**src/rtl/fb_swap_ctrl.sv**
```systemverilog
// fb_swap_ctrl: double-buffered framebuffer swap controller with vsync-aligned swap and back-buffer clear
module fb_swap_ctrl #(
  parameter int ADDR_BITS   = 17,
  parameter int DATA_BITS   = 12,
  parameter int FB_WORDS    = 76800,
  parameter int CLEAR_EN    = 1,
  parameter int CLEAR_VALUE = 0
) (
  input  logic                 clk,
  input  logic                 rst_n,
  input  logic                 frame_start,
  input  logic                 swap_req,
  output logic                 swap_ack,
  input  logic                 draw_valid,
  output logic                 draw_ready,
  input  logic [ADDR_BITS-1:0] draw_addr,
  input  logic [DATA_BITS-1:0] draw_data,
  output logic                 front_sel,
  output logic                 mem_we,
  output logic [ADDR_BITS-1:0] mem_waddr,
  output logic [DATA_BITS-1:0] mem_wdata,
  output logic                 mem_wbuf,
  output logic                 wr_oob,
  output logic                 busy
);
  typedef enum logic [1:0] {DRAW, WAIT_VSYNC, SWAP, CLEAR} state_t;
  localparam int CW = FB_WORDS > 1 ? $clog2(FB_WORDS) : 1;
  localparam logic [ADDR_BITS:0] FB_LIM = (ADDR_BITS+1)'(FB_WORDS);
  localparam logic [CW-1:0] CLR_LAST = CW'(FB_WORDS - 1);
  localparam state_t POST_SWAP = CLEAR_EN != 0 ? CLEAR : DRAW;
  state_t state_q, state_d;
  logic [CW-1:0] clr_q, clr_d;
  logic front_q, front_d;
  logic fs_q, fs_d;
  logic we_q, we_d;
  logic oob_q, oob_d;
  logic wbuf_q, wbuf_d;
  logic [ADDR_BITS-1:0] waddr_q, waddr_d;
  logic [DATA_BITS-1:0] wdata_q, wdata_d;
  logic fs_rise, in_bounds;
  assign fs_rise = frame_start & ~fs_q;
  assign in_bounds = {1'b0, draw_addr} < FB_LIM;
  // next state, write-port staging and handshake outputs; ready/ack are masked while in reset
  always_comb begin
    state_d = state_q;
    clr_d = clr_q;
    front_d = front_q;
    fs_d = frame_start;
    we_d = 1'b0;
    oob_d = 1'b0;
    waddr_d = waddr_q;
    wdata_d = wdata_q;
    wbuf_d = wbuf_q;
    draw_ready = 1'b0;
    swap_ack = 1'b0;
    case (state_q)
      DRAW: begin
        draw_ready = rst_n;
        if (draw_valid) begin
          we_d = in_bounds;
          oob_d = ~in_bounds;
          waddr_d = draw_addr;
          wdata_d = draw_data;
          wbuf_d = ~front_q;
        end
        if (swap_req) state_d = fs_rise ? SWAP : WAIT_VSYNC;
      end
      WAIT_VSYNC: state_d = fs_rise ? SWAP : WAIT_VSYNC;
      SWAP: begin
        swap_ack = rst_n;
        front_d = ~front_q;
        clr_d = '0;
        state_d = POST_SWAP;
      end
      default: begin
        we_d = 1'b1;
        waddr_d = ADDR_BITS'(clr_q);
        wdata_d = DATA_BITS'(CLEAR_VALUE);
        wbuf_d = ~front_q;
        clr_d = clr_q == CLR_LAST ? '0 : clr_q + CW'(1);
        state_d = clr_q == CLR_LAST ? DRAW : CLEAR;
      end
    endcase
  end
  // state and registered write port; reset restarts the clear of buffer 1
  always_ff @(posedge clk) begin
    if (!rst_n) begin
      state_q <= POST_SWAP;
      clr_q <= '0;
      front_q <= 1'b0;
      fs_q <= 1'b1;
      we_q <= 1'b0;
      oob_q <= 1'b0;
      waddr_q <= '0;
      wdata_q <= '0;
      wbuf_q <= 1'b1;
    end else begin
      state_q <= state_d;
      clr_q <= clr_d;
      front_q <= front_d;
      fs_q <= fs_d;
      we_q <= we_d;
      oob_q <= oob_d;
      waddr_q <= waddr_d;
      wdata_q <= wdata_d;
      wbuf_q <= wbuf_d;
    end
  end
  assign busy = ~draw_ready;
  assign front_sel = front_q;
  assign mem_we = we_q;
  assign mem_waddr = waddr_q;
  assign mem_wdata = wdata_q;
  assign mem_wbuf = wbuf_q;
  assign wr_oob = oob_q;
endmodule

```
**config.mk**
```make
export PLATFORM = sky130hd
export DESIGN_NAME = fb_swap_ctrl
export DESIGN_NICKNAME = d
export VERILOG_FILES = /design/src/rtl/fb_swap_ctrl.sv
export SDC_FILE = /design/constraint.sdc
export NUM_CORES = 1
export LEC_CHECK = 0
export ABC_AREA = 1
export BUFFER_PORTS_ARGS = -buffer_cell sky130_fd_sc_hd__buf_2
export CAP_MARGIN = 40
export CORE_UTILIZATION = 56
export CTS_CLUSTER_DIAMETER = 60
export DETAILED_ROUTE_END_ITERATION = 7
export PLACE_DENSITY = 0.84
export SLEW_MARGIN = 20
export SYNTH_ARGS = -nofsm -noshare
export SYNTH_HDL_FRONTEND = slang
export SYNTH_SLANG_ARGS = --single-unit
```
**constraint.sdc**
```tcl
create_clock -name clk -period 2.81 [get_ports clk]
set_input_delay 0.562 -clock clk [delete_from_list [all_inputs] [get_ports clk]]
set_output_delay 0.562 -clock clk [all_outputs]
set_load 0.005 [all_outputs]
```
==> summary.md, run 1 <==
| Metric | Value |
|---|---|
| Launching point of the worst reg2reg path | `state_q[0]` |
| P_int | `0.00121 W` |
| Startpoint types | `register` |
| Average wire per standard cell | `12.4 microns` |
| Worst hold path type | `primary input to register` |
| Post-CTS Resized | `0` |
| Largest net degree at the start of global routing | `40` |
| Worst Max-Slew Pin Slew | `0.799 ns` |
| Clock share of power | `30.1%` |
| Setup Crit Path Kind | `register to register` |
| Setup_tns | `0 ns` |
| First-pass DRT Iterations | `5` |
| CTS tree | `done` |
| Tot GR Track Use | `24.8%` |
| CP max-delay cell | `inv_1` |
| Layout Skew | `0.00900 ns` |
| Setup bufs post-CTS | `0` |
| First-pass GRT wire length | `9820 microns` |
| Final worst path period share | `87.7%` |
| Avg Inst Size Synth | `6.97 sq um` |
| Net Switching | `0.000505 W` |
| Switching Share | `29.4%` |
| Detailed-route via count | `2591` |
| Initial antenna violation count | `0` |
| Clock transition at path regs | `0.09 ns` |
| Req. time, crit path | `2.96 ns` |
| Min-delay src | `frame_start` |
| Slew Limit Fails | `0` |
| Area Overhead vs Synth | `17.6%` |
| Seq pwr share | `50.3%` |
| Worst vdd ir | `0.335 mV` |
| Comb pwr share | `19.6%` |
| MaxCap Viol Count | `0` |
| CP endpoint kind | `register` |
| Fmax | `406 MHz` |
| # diodes | `0` |
| Post-synthesis sequential area ratio | `41.2%` |
| Worst-Skew Late Latency | `0.31 ns` |
| Arrival @ worst endpoint | `2.62 ns` |
| Starting Density | `58.7%` |
| TritonCTS Sinks | `53` |
| Dpl cell area | `2920 sq um` |
| Dpl ws | `0.415 ns` |
| Cells along the critical path | `inv_1, ha_1, inv_2, o21ai_2, inv_1, o21ai_0, a31oi_1` |
| Longest Clk Path Bufs | `2` |
| Post-CTS Hold Fix Bufs | `0` |
| DRC | `0` |
| Number of global-route vias before repair | `2180` |
| Syn_nets | `408` |
| Final setup fails | `0` |
| Post-route ant nets | `0` |
| Die area | `4870 sq um` |
| Post-route cell area | `3030 sq um` |
| Netlist cell types | `30` |
| P_leak | `1.27 nW` |
| Avg Vias per Cell | `5.36` |
| Final Hold Fails | `0` |
| CTS Buf Count | `5` |
| Status | `finished, final reports clean` |
| Worst Setup SP | `state_q[0]` |
| CTS H-tree depth | `2` |
| Detailed Place HPWL | `4290 microns` |
| Max-slew headroom | `46.7%` |
| CP most frequent cell | `inv_1` |
| Die height | `69.8 microns` |
| Core box area | `4380 sq um` |
| Worst R2R Setup Slack | `0.35 ns` |
| # port buffers | `69` |
| YS warnings | `0` |
| Fin nets | `469` |
| Die Width | `69.8 microns` |
| PD cells | `567 nW/um^2` |
| IO Count | `70` |
| Synth Instances | `369` |
| RSZ-0062 raised after global routing | `no` |
| GRT overflow | `0` |
| Final min period | `2.46 ns` |
| Share of layout cells above drive strength 1 | `21.1%` |
| Post-Syn Area | `2570 sq um` |
| Critical Path Fanout Max | `34` |
| Clock root buffer | `clkbuf_8` |
| RD Place Congestion | `0.888` |
| Rows | `24` |
| Total Routed Length | `6000 microns` |
| Initial DRC Count | `209` |
| Max incr delay on CP | `0.53 ns` |
| #FFs+latches synth | `53` |
| PnR worst setup slack | `0.346 ns` |
critical path: cells and delay by family, from the launching register on:
family	cells	cell delay (ns)
AOI/OAI and AO/OA	3	0.93
adders and majority gates	1	0.20
DFF	1	0.37
buffers and inverters	3	0.81
cells in the mapped netlist:
cell,count,area (sq um)
ha_1,5,62.6
inv_2,1,3.75
nand2_4,1,11.3
nor2_2,3,18.8
inv_1,25,93.8
a31oi_1,17,106
buf_2,6,30.0
buf_6,1,11.3
nor2_1,30,113
a21oi_1,13,65.1
xnor2_1,1,8.76
buf_4,1,7.51
nand2_2,1,6.26
nand2_1,114,428
nand3_4,1,17.5
clkbuf_2,1,5.00
o221ai_1,1,8.76
nor3_1,3,15.0
o31ai_1,2,15.0
xor2_1,1,8.76
o21bai_1,1,7.51
clkbuf_1,8,30.0
o21ai_2,1,8.76
dfxtp_1,53,1060
nand4_1,3,18.8
nand3_1,24,120
nand3b_1,2,15.0
o21ai_0,41,205
o21ai_1,3,15.0
nor2_4,5,56.3
per-layer routing:
| metal | vias up | routed length, microns | GRT usage [%] |
|---|---|---|---|
| li1 | 1333 | - | - |
| met1 | 1169 | 2930 | 36.0 |
| met2 | 83 | 2710 | 37.1 |
| met3 | 6 | 292 | 4.51 |
| met4 | 0 | 74 | 8.22 |
| met5 | - | 0 | 0 |
through the flow:
step	total power (W)	std cells	util, %	hold WS [ns]
after detailed placement	0.00121	475	66.5	0.472
after global placement	0.00120	475	66.5	0.448
after global routing	0.00180	483	69.0	0.485
final	0.00172	483	69.0	0.460
after CTS	0.00172	483	69.0	0.455
after floorplan	0.00109	369	-	0.467
state kept, by name, summed over array words and instances (netlist names), 2 cells and up:
name	count
state_q	2
mem_waddr	17
clr_q	17
mem_wdata	12
power groups by stage:
| stage | combinational (W) | sequential (W) | clock (W) |
|---|---|---|---|
| final | 0.000336 | 0.000864 | 0.000517 |
| after CTS | 0.000335 | 0.000863 | 0.000524 |
| after detailed placement | 0.000331 | 0.000879 | 0 |
| after floorplan | 0.000214 | 0.000878 | 0 |
| after global routing | 0.000375 | 0.000872 | 0.000550 |
| after global placement | 0.000321 | 0.000879 | 0 |
worst paths after layout:
check / depth (start not counted) / to
hold / removal: 3 / fs_q
setup reg to reg: 7 / mem_waddr[11]
setup / recovery: 7 / mem_waddr[11]
hold reg to reg: 2 / mem_wbuf
cell families after synthesis:
logic type | synth area share (%)
AO/OA/AOI/OAI | 16.8
XOR/XNOR | 0.681
adder cells (fa/ha/maj) | 2.43
buffers and inverters | 7.05
flip-flops | 41.2
AND/OR/NAND/NOR | 31.8
layout by cell type (no fill, tap or decap), drive strengths merged:
cell type / synthesis / routed
a21oi: 13 / 13
nand3: 25 / 25
a31oi: 17 / 17
o21bai: 1 / 1
clkinv: 0 / 1
nor2: 38 / 38
nand4: 3 / 3
xnor2: 1 / 1
clkbuf: 9 / 6
xor2: 1 / 1
o21ai: 45 / 45
o221ai: 1 / 1
ha: 5 / 5
buf: 8 / 71
bufinv: 0 / 1
nand2: 116 / 116
dfxtp: 53 / 53
nand3b: 2 / 2
o31ai: 2 / 2
nor3: 3 / 3
inv: 26 / 26
area by class of cell:
class | instances | area, sq um
clock buffer | 6 | 72.6
clock inverter | 2 | 38.8
fill | 394 | 1360
inverter | 26 | 97.6
multi-input combinational | 273 | 1330
sequential | 53 | 1060
tap | 52 | 65.1
timing repair buffer | 71 | 360
No activity file was read; power rests on OpenSTA's default activity.
==> inputs of run 2 (changes only) <==
CELL_PAD_IN_SITES_DETAIL_PLACEMENT = 0   (was not set)
CELL_PAD_IN_SITES_GLOBAL_PLACEMENT = 1   (was not set)
CORE_UTILIZATION = 39   (was 56)
==> run 2 against run 1 <==
Maximum frequency is 0.93% lower. Total power is 5.0% lower. Clock-buffer cell count stayed put. Clock skew is 0.0025 ns lower. Critical endpoint is now mem_waddr[12]. Global-route usage is 5.8 points lower. Core utilization is 21 points lower. Die area is 42% higher.
==> summary.md, run 2 (synthesis gave the netlist of run 1 again) <==
| Metric | Value |
|---|---|
| Status | `finished, final reports clean (unchanged)` |
| Post-route ant nets | `0 (unchanged)` |
| Setup Crit Path Kind | `register to register (unchanged)` |
| Die area | `6930 sq um (was 4870 sq um)` |
| Longest Clk Path Bufs | `2 (unchanged)` |
| Number of global-route vias before repair | `2296 (was 2180)` |
| Die Width | `83.2 microns (was 69.8 microns)` |
| CP endpoint kind | `register (unchanged)` |
| Avg Vias per Cell | `5.02 (was 5.36)` |
| Max-slew headroom | `47.1% (was 46.7%)` |
| MaxCap Viol Count | `0 (unchanged)` |
| Final min period | `2.49 ns (was 2.46 ns)` |
| Clock transition at path regs | `0.10 ns (was 0.09 ns)` |
| Fmax | `402 MHz (was 406 MHz)` |
| Setup_tns | `0 ns (unchanged)` |
| Req. time, crit path | `2.96 ns (about the same)` |
| Final setup fails | `0 (unchanged)` |
| IO Count | `70 (unchanged)` |
| Arrival @ worst endpoint | `2.64 ns (was 2.62 ns)` |
| # diodes | `0 (unchanged)` |
| Most common cell after layout, fill and taps aside | `nand2_1 (unchanged)` |
| PD cells | `536 nW/um^2 (was 567 nW/um^2)` |
| P_leak | `1.26 nW (was 1.27 nW)` |
| Tot GR Track Use | `19.0% (was 24.8%)` |
| Dpl ws | `0.353 ns (was 0.415 ns)` |
| Layout Skew | `0.00648 ns (was 0.00900 ns)` |
| Fill cells | `652 (was 394)` |
| Slew Limit Fails | `0 (unchanged)` |
| Worst vdd ir | `0.319 mV (was 0.335 mV)` |
| Worst hold path type | `primary input to register (unchanged)` |
| Hold path cells | `3 (unchanged)` |
| Critical Path Fanout Max | `34 (unchanged)` |
| PnR worst setup slack | `0.323 ns (was 0.346 ns)` |
| Rows | `29 (was 24)` |
| Fin nets | `470 (was 469)` |
| GRT overflow | `0 (unchanged)` |
| Most frequent cells in the layout | `114 x nand2_1, 69 x buf_2, 53 x dfxtp_1, 41 x o21ai_0, 30 x nor2_1 (unchanged)` |
| Die height | `83.2 microns (was 69.8 microns)` |
| Core box area | `6350 sq um (was 4380 sq um)` |
| Final Hold Fails | `0 (unchanged)` |
| Reg2Reg Depth | `7 (unchanged)` |
| Detailed Place HPWL | `4780 microns (was 4290 microns)` |
| Clock root buffer | `clkbuf_8 (unchanged)` |
| DRC | `0 (unchanged)` |
| Setup bufs post-CTS | `0 (unchanged)` |
| Initial antenna violation count | `0 (unchanged)` |
| Startpoint types | `register (unchanged)` |
| Final worst path period share | `88.5% (was 87.7%)` |
| RD Place Congestion | `0.835 (was 0.888)` |
| Worst-Skew Late Latency | `0.30 ns (was 0.31 ns)` |
| Starting Density | `40.5% (was 58.7%)` |
| Detailed-route via count | `2553 (was 2591)` |
| Worst Max-Slew Pin Slew | `0.793 ns (was 0.799 ns)` |
| Average wire per standard cell | `12.7 microns (was 12.4 microns)` |
| Share of layout cells above drive strength 1 | `21.3% (was 21.1%)` |
| CTS H-tree depth | `2 (unchanged)` |
| RSZ-0062 raised after global routing | `no (unchanged)` |
| CTS tree | `done (unchanged)` |
| First-pass GRT wire length | `10900 microns (was 9820 microns)` |
| Area Overhead vs Synth | `18.2% (was 17.6%)` |
| Largest net degree at the start of global routing | `35 (was 40)` |
| TritonCTS Sinks | `53 (unchanged)` |
| Total Routed Length | `6450 microns (was 6000 microns)` |
| Post-CTS Hold Fix Bufs | `0 (unchanged)` |
| # port buffers | `69 (unchanged)` |
| Initial DRC Count | `95 (was 209)` |
| CTS Buf Count | `5 (unchanged)` |
| First-pass DRT Iterations | `5 (unchanged)` |
| Post-CTS Resized | `0 (unchanged)` |
## run 2: worst max-delay path: stages (launching register included)
cell     delay (ns)
dfxtp_1        0.38
inv_1          0.11
ha_1           0.19
inv_2          0.16
o21ai_2        0.53
inv_1          0.55
o21ai_0        0.35
a31oi_1        0.07
## run 2: cell type report
cell class | instances | area (sq um) | share of cell area (%)
Sequential cell | 53 | 1060 | 34.9
Inverter | 26 | 97.6 | 3.21
Tap cell | 77 | 96.3 | 3.17
Multi-Input combinational cell | 273 | 1330 | 43.8
Clock buffer | 6 | 72.6 | 2.39
Timing Repair Buffer | 72 | 368 | 12.1
Clock inverter | 2 | 15.0 | 0.494
## run 2: through the flow
stage / instances / hold slack (ns) / area (sq um) / util [%] / power (W)
after floorplan: 369 / 0.467 / 2570 / - / 0.00109
after global placement: 501 / 0.448 / 2950 / 46.5 / 0.00121
after detailed placement: 501 / 0.472 / 2950 / 46.5 / 0.00122
after CTS: 509 / 0.466 / 3040 / 47.9 / 0.00165
after global routing: 509 / 0.472 / 3040 / 47.9 / 0.00173
final: 509 / 0.472 / 3040 / 47.9 / 0.00163
## run 2: final timing paths
kind                         to         start  slack [ns]
setup / recovery  mem_waddr[12]    state_q[1]        0.32
hold / removal             fs_q   frame_start        0.47
hold reg to reg    mem_wdata[7]  mem_wdata[7]        0.50
setup reg to reg  mem_waddr[12]    state_q[1]        0.32
## run 2: per-layer routing
metal,wire length (microns),vias up,global-route usage (%),part of all wire (%)
met1,3340,1162,27.5,52
met2,2880,44,29.7,45
met5,0,-,0,0
li1,-,1345,-,-
met4,24,0,3.29,0.37
met3,211,2,3.68,3.3
## run 2: report_power, final
group | internal, W | switching, W
Clock | 0.000176 | 0.000253
Combinational | 0.000125 | 0.000215
Sequential | 0.000818 | 0.0000445
==> inputs of run 3 (changes only) <==
CORE_MARGIN = 2   (was not set)
REMOVE_ABC_BUFFERS = 1   (was not set)
==> run 3 against run 2 <==
Clock power grew 0.9%. Register-to-register slack gained 0.07 ns. Via count is 0.94% higher. Sequential share of layout area did not move. Largest cell class unchanged. Worst hold slack got worse by 0.011 ns. Core utilization did not move.
==> summary.md, run 3 (synthesis gave the netlist of run 1 again) <==
| Metric | Value |
|---|---|
| Status | `finished, final reports clean (unchanged)` |
| Cell Count, Final, Fillers Out | `509 (unchanged)` |
| Setup Crit Path Kind | `register to register (unchanged)` |
| Final min period | `2.42 ns (was 2.49 ns)` |
| Most common cell after layout, fill and taps aside | `nand2_1 (unchanged)` |
| CTS H-tree depth | `2 (unchanged)` |
| Total Routed Length | `6630 microns (was 6450 microns)` |
| Share of layout cells above drive strength 1 | `21.3% (unchanged)` |
| CP endpoint kind | `register (unchanged)` |
| MaxCap Viol Count | `0 (unchanged)` |
| Longest Clk Path Bufs | `2 (unchanged)` |
| Largest net degree at the start of global routing | `35 (unchanged)` |
| Cells along the critical path | `inv_1, ha_1, inv_2, o21ai_2, inv_1, o21ai_0, a31oi_1 (unchanged)` |
| Rows | `29 (unchanged)` |
| Setup bufs post-CTS | `0 (unchanged)` |
| Detailed Place HPWL | `4850 microns (was 4780 microns)` |
| Final setup fails | `0 (unchanged)` |
| Startpoint types | `register (unchanged)` |
| Req. time, crit path | `2.96 ns (about the same)` |
| Die Width | `85.2 microns (was 83.2 microns)` |
| # diodes | `0 (unchanged)` |
| GRT overflow | `0 (unchanged)` |
| Final worst path period share | `86.1% (was 88.5%)` |
| DRC | `0 (unchanged)` |
| P_int | `0.00112 W (about the same)` |
| Arrival @ worst endpoint | `2.57 ns (was 2.64 ns)` |
| Post-route ant nets | `0 (unchanged)` |
| Dpl ws | `0.366 ns (was 0.353 ns)` |
| CTS tree | `done (unchanged)` |
| Core box area | `6350 sq um (unchanged)` |
| Starting Density | `40.5% (unchanged)` |
| Worst vdd ir | `0.270 mV (was 0.319 mV)` |
| Final Hold Fails | `0 (unchanged)` |
| CTS Buf Count | `5 (unchanged)` |
| CP delay by family, top | `compound AO/OA/AOI/OAI gates (unchanged)` |
| PD cells | `538 nW/um^2 (was 536 nW/um^2)` |
| First-pass GRT wire length | `11200 microns (was 10900 microns)` |
| Initial antenna violation count | `0 (unchanged)` |
| Fin nets | `470 (unchanged)` |
| Seq pwr share | `52.7% (was 52.9%)` |
| Initial DRC Count | `145 (was 95)` |
| Clock root buffer | `clkbuf_8 (unchanged)` |
| Most frequent cells in the layout | `114 x nand2_1, 69 x buf_2, 53 x dfxtp_1, 41 x o21ai_0, 30 x nor2_1 (unchanged)` |
| Detailed-route via count | `2577 (was 2553)` |
| Area Overhead vs Synth | `18.2% (unchanged)` |
| RD Place Congestion | `0.863 (was 0.835)` |
| Critical Path Fanout Max | `34 (unchanged)` |
| Worst hold path type | `primary input to register (unchanged)` |
| Average wire per standard cell | `13.0 microns (was 12.7 microns)` |
| Worst Max-Slew Pin Slew | `0.825 ns (was 0.793 ns)` |
| Comb pwr share | `20.8% (about the same)` |
| Crit path buffers/inverters | `3 (unchanged)` |
| Post-CTS Resized | `0 (unchanged)` |
| RSZ-0062 raised after global routing | `no (unchanged)` |
| Die area | `7270 sq um (was 6930 sq um)` |
| Layout Skew | `0.0126 ns (was 0.00648 ns)` |
| First-pass DRT Iterations | `4 (was 5)` |
| Fmax | `413 MHz (was 402 MHz)` |
| CP max-delay cell | `inv_1 (unchanged)` |
| Die height | `85.2 microns (was 83.2 microns)` |
| Setup_tns | `0 ns (unchanged)` |
| Number of global-route vias before repair | `2338 (was 2296)` |
| Switching Share | `31.6% (was 31.4%)` |
| Placed insts | `501 (unchanged)` |
| CP most frequent cell | `inv_1 (unchanged)` |
| Worst-Skew Late Latency | `0.31 ns (was 0.30 ns)` |
| Tot GR Track Use | `18.7% (was 19.0%)` |
| P_leak | `1.26 nW (unchanged)` |
| Max incr delay on CP | `0.55 ns (about the same)` |
| Post-CTS Hold Fix Bufs | `0 (unchanged)` |
| Slew Limit Fails | `0 (unchanged)` |
| TritonCTS Sinks | `53 (unchanged)` |
| Net Switching | `0.000517 W (was 0.000512 W)` |
| Clock transition at path regs | `0.09 ns (was 0.10 ns)` |
| # port buffers | `69 (unchanged)` |
| Max-slew headroom | `44.9% (was 47.1%)` |
| PnR worst setup slack | `0.391 ns (was 0.323 ns)` |
| Clock share of power | `26.5% (was 26.3%)` |
| Avg Vias per Cell | `5.06 (was 5.02)` |
| IO Count | `70 (unchanged)` |
## run 3: area by class of cell
class                   count  area [sq um]
flip-flops and latches     53          1060
inverters                  26          97.6
well taps                  77          96.3
clock buffers               6          72.6
fillers                   664          3310
multi-input cells         273          1330
repair buffers             72           368
clock inverters             2          15.0
## run 3: worst min-delay path: cells and delay by family
| family | cells | cell delay, ns |
|---|---|---|
| buffers and inverters | 2 | 0.12 |
| AND/OR/NAND/NOR | 1 | 0.05 |
## run 3: worst paths after layout
path,endpoint,start,slack [ns],cells after the start
max,mem_waddr[15],state_q[1],0.39,7
min,fs_q,frame_start,0.46,3
max reg2reg,mem_waddr[15],state_q[1],0.39,7
min reg2reg,mem_wbuf,mem_wbuf,0.48,2
## run 3: metal layers
metal	vias to the layer above	wire, microns	GRT usage [%]
li1	1336	-	-
met1	1157	3320	27.4
met3	7	411	3.60
met2	77	2830	27.9
met5	-	0	0
met4	0	66	5.34
## run 3: power by group through the flow
| stage | Sequential [W] | Clock [W] | Combinational [W] |
|---|---|---|---|
| 3_3_place_gp | 0.000878 | 0 | 0.000341 |
| 4_1_cts | 0.000862 | 0.000446 | 0.000344 |
| 6_report | 0.000862 | 0.000433 | 0.000341 |
| 2_1_floorplan | 0.000879 | 0 | 0.000192 |
| 3_5_place_dp | 0.000878 | 0 | 0.000343 |
| 5_1_grt | 0.000872 | 0.000478 | 0.000389 |
## run 3: metrics by stage
step | instance area (sq um) | hold slack (ns) | total power [W] | utilization, %
after floorplan | 2490 | 0.467 | 0.00107 | -
after global placement | 2950 | 0.459 | 0.00122 | 46.5
after detailed placement | 2950 | 0.467 | 0.00122 | 46.5
after CTS | 3040 | 0.461 | 0.00165 | 47.9
after global routing | 3040 | 0.470 | 0.00174 | 47.9
final | 3040 | 0.461 | 0.00164 | 47.9
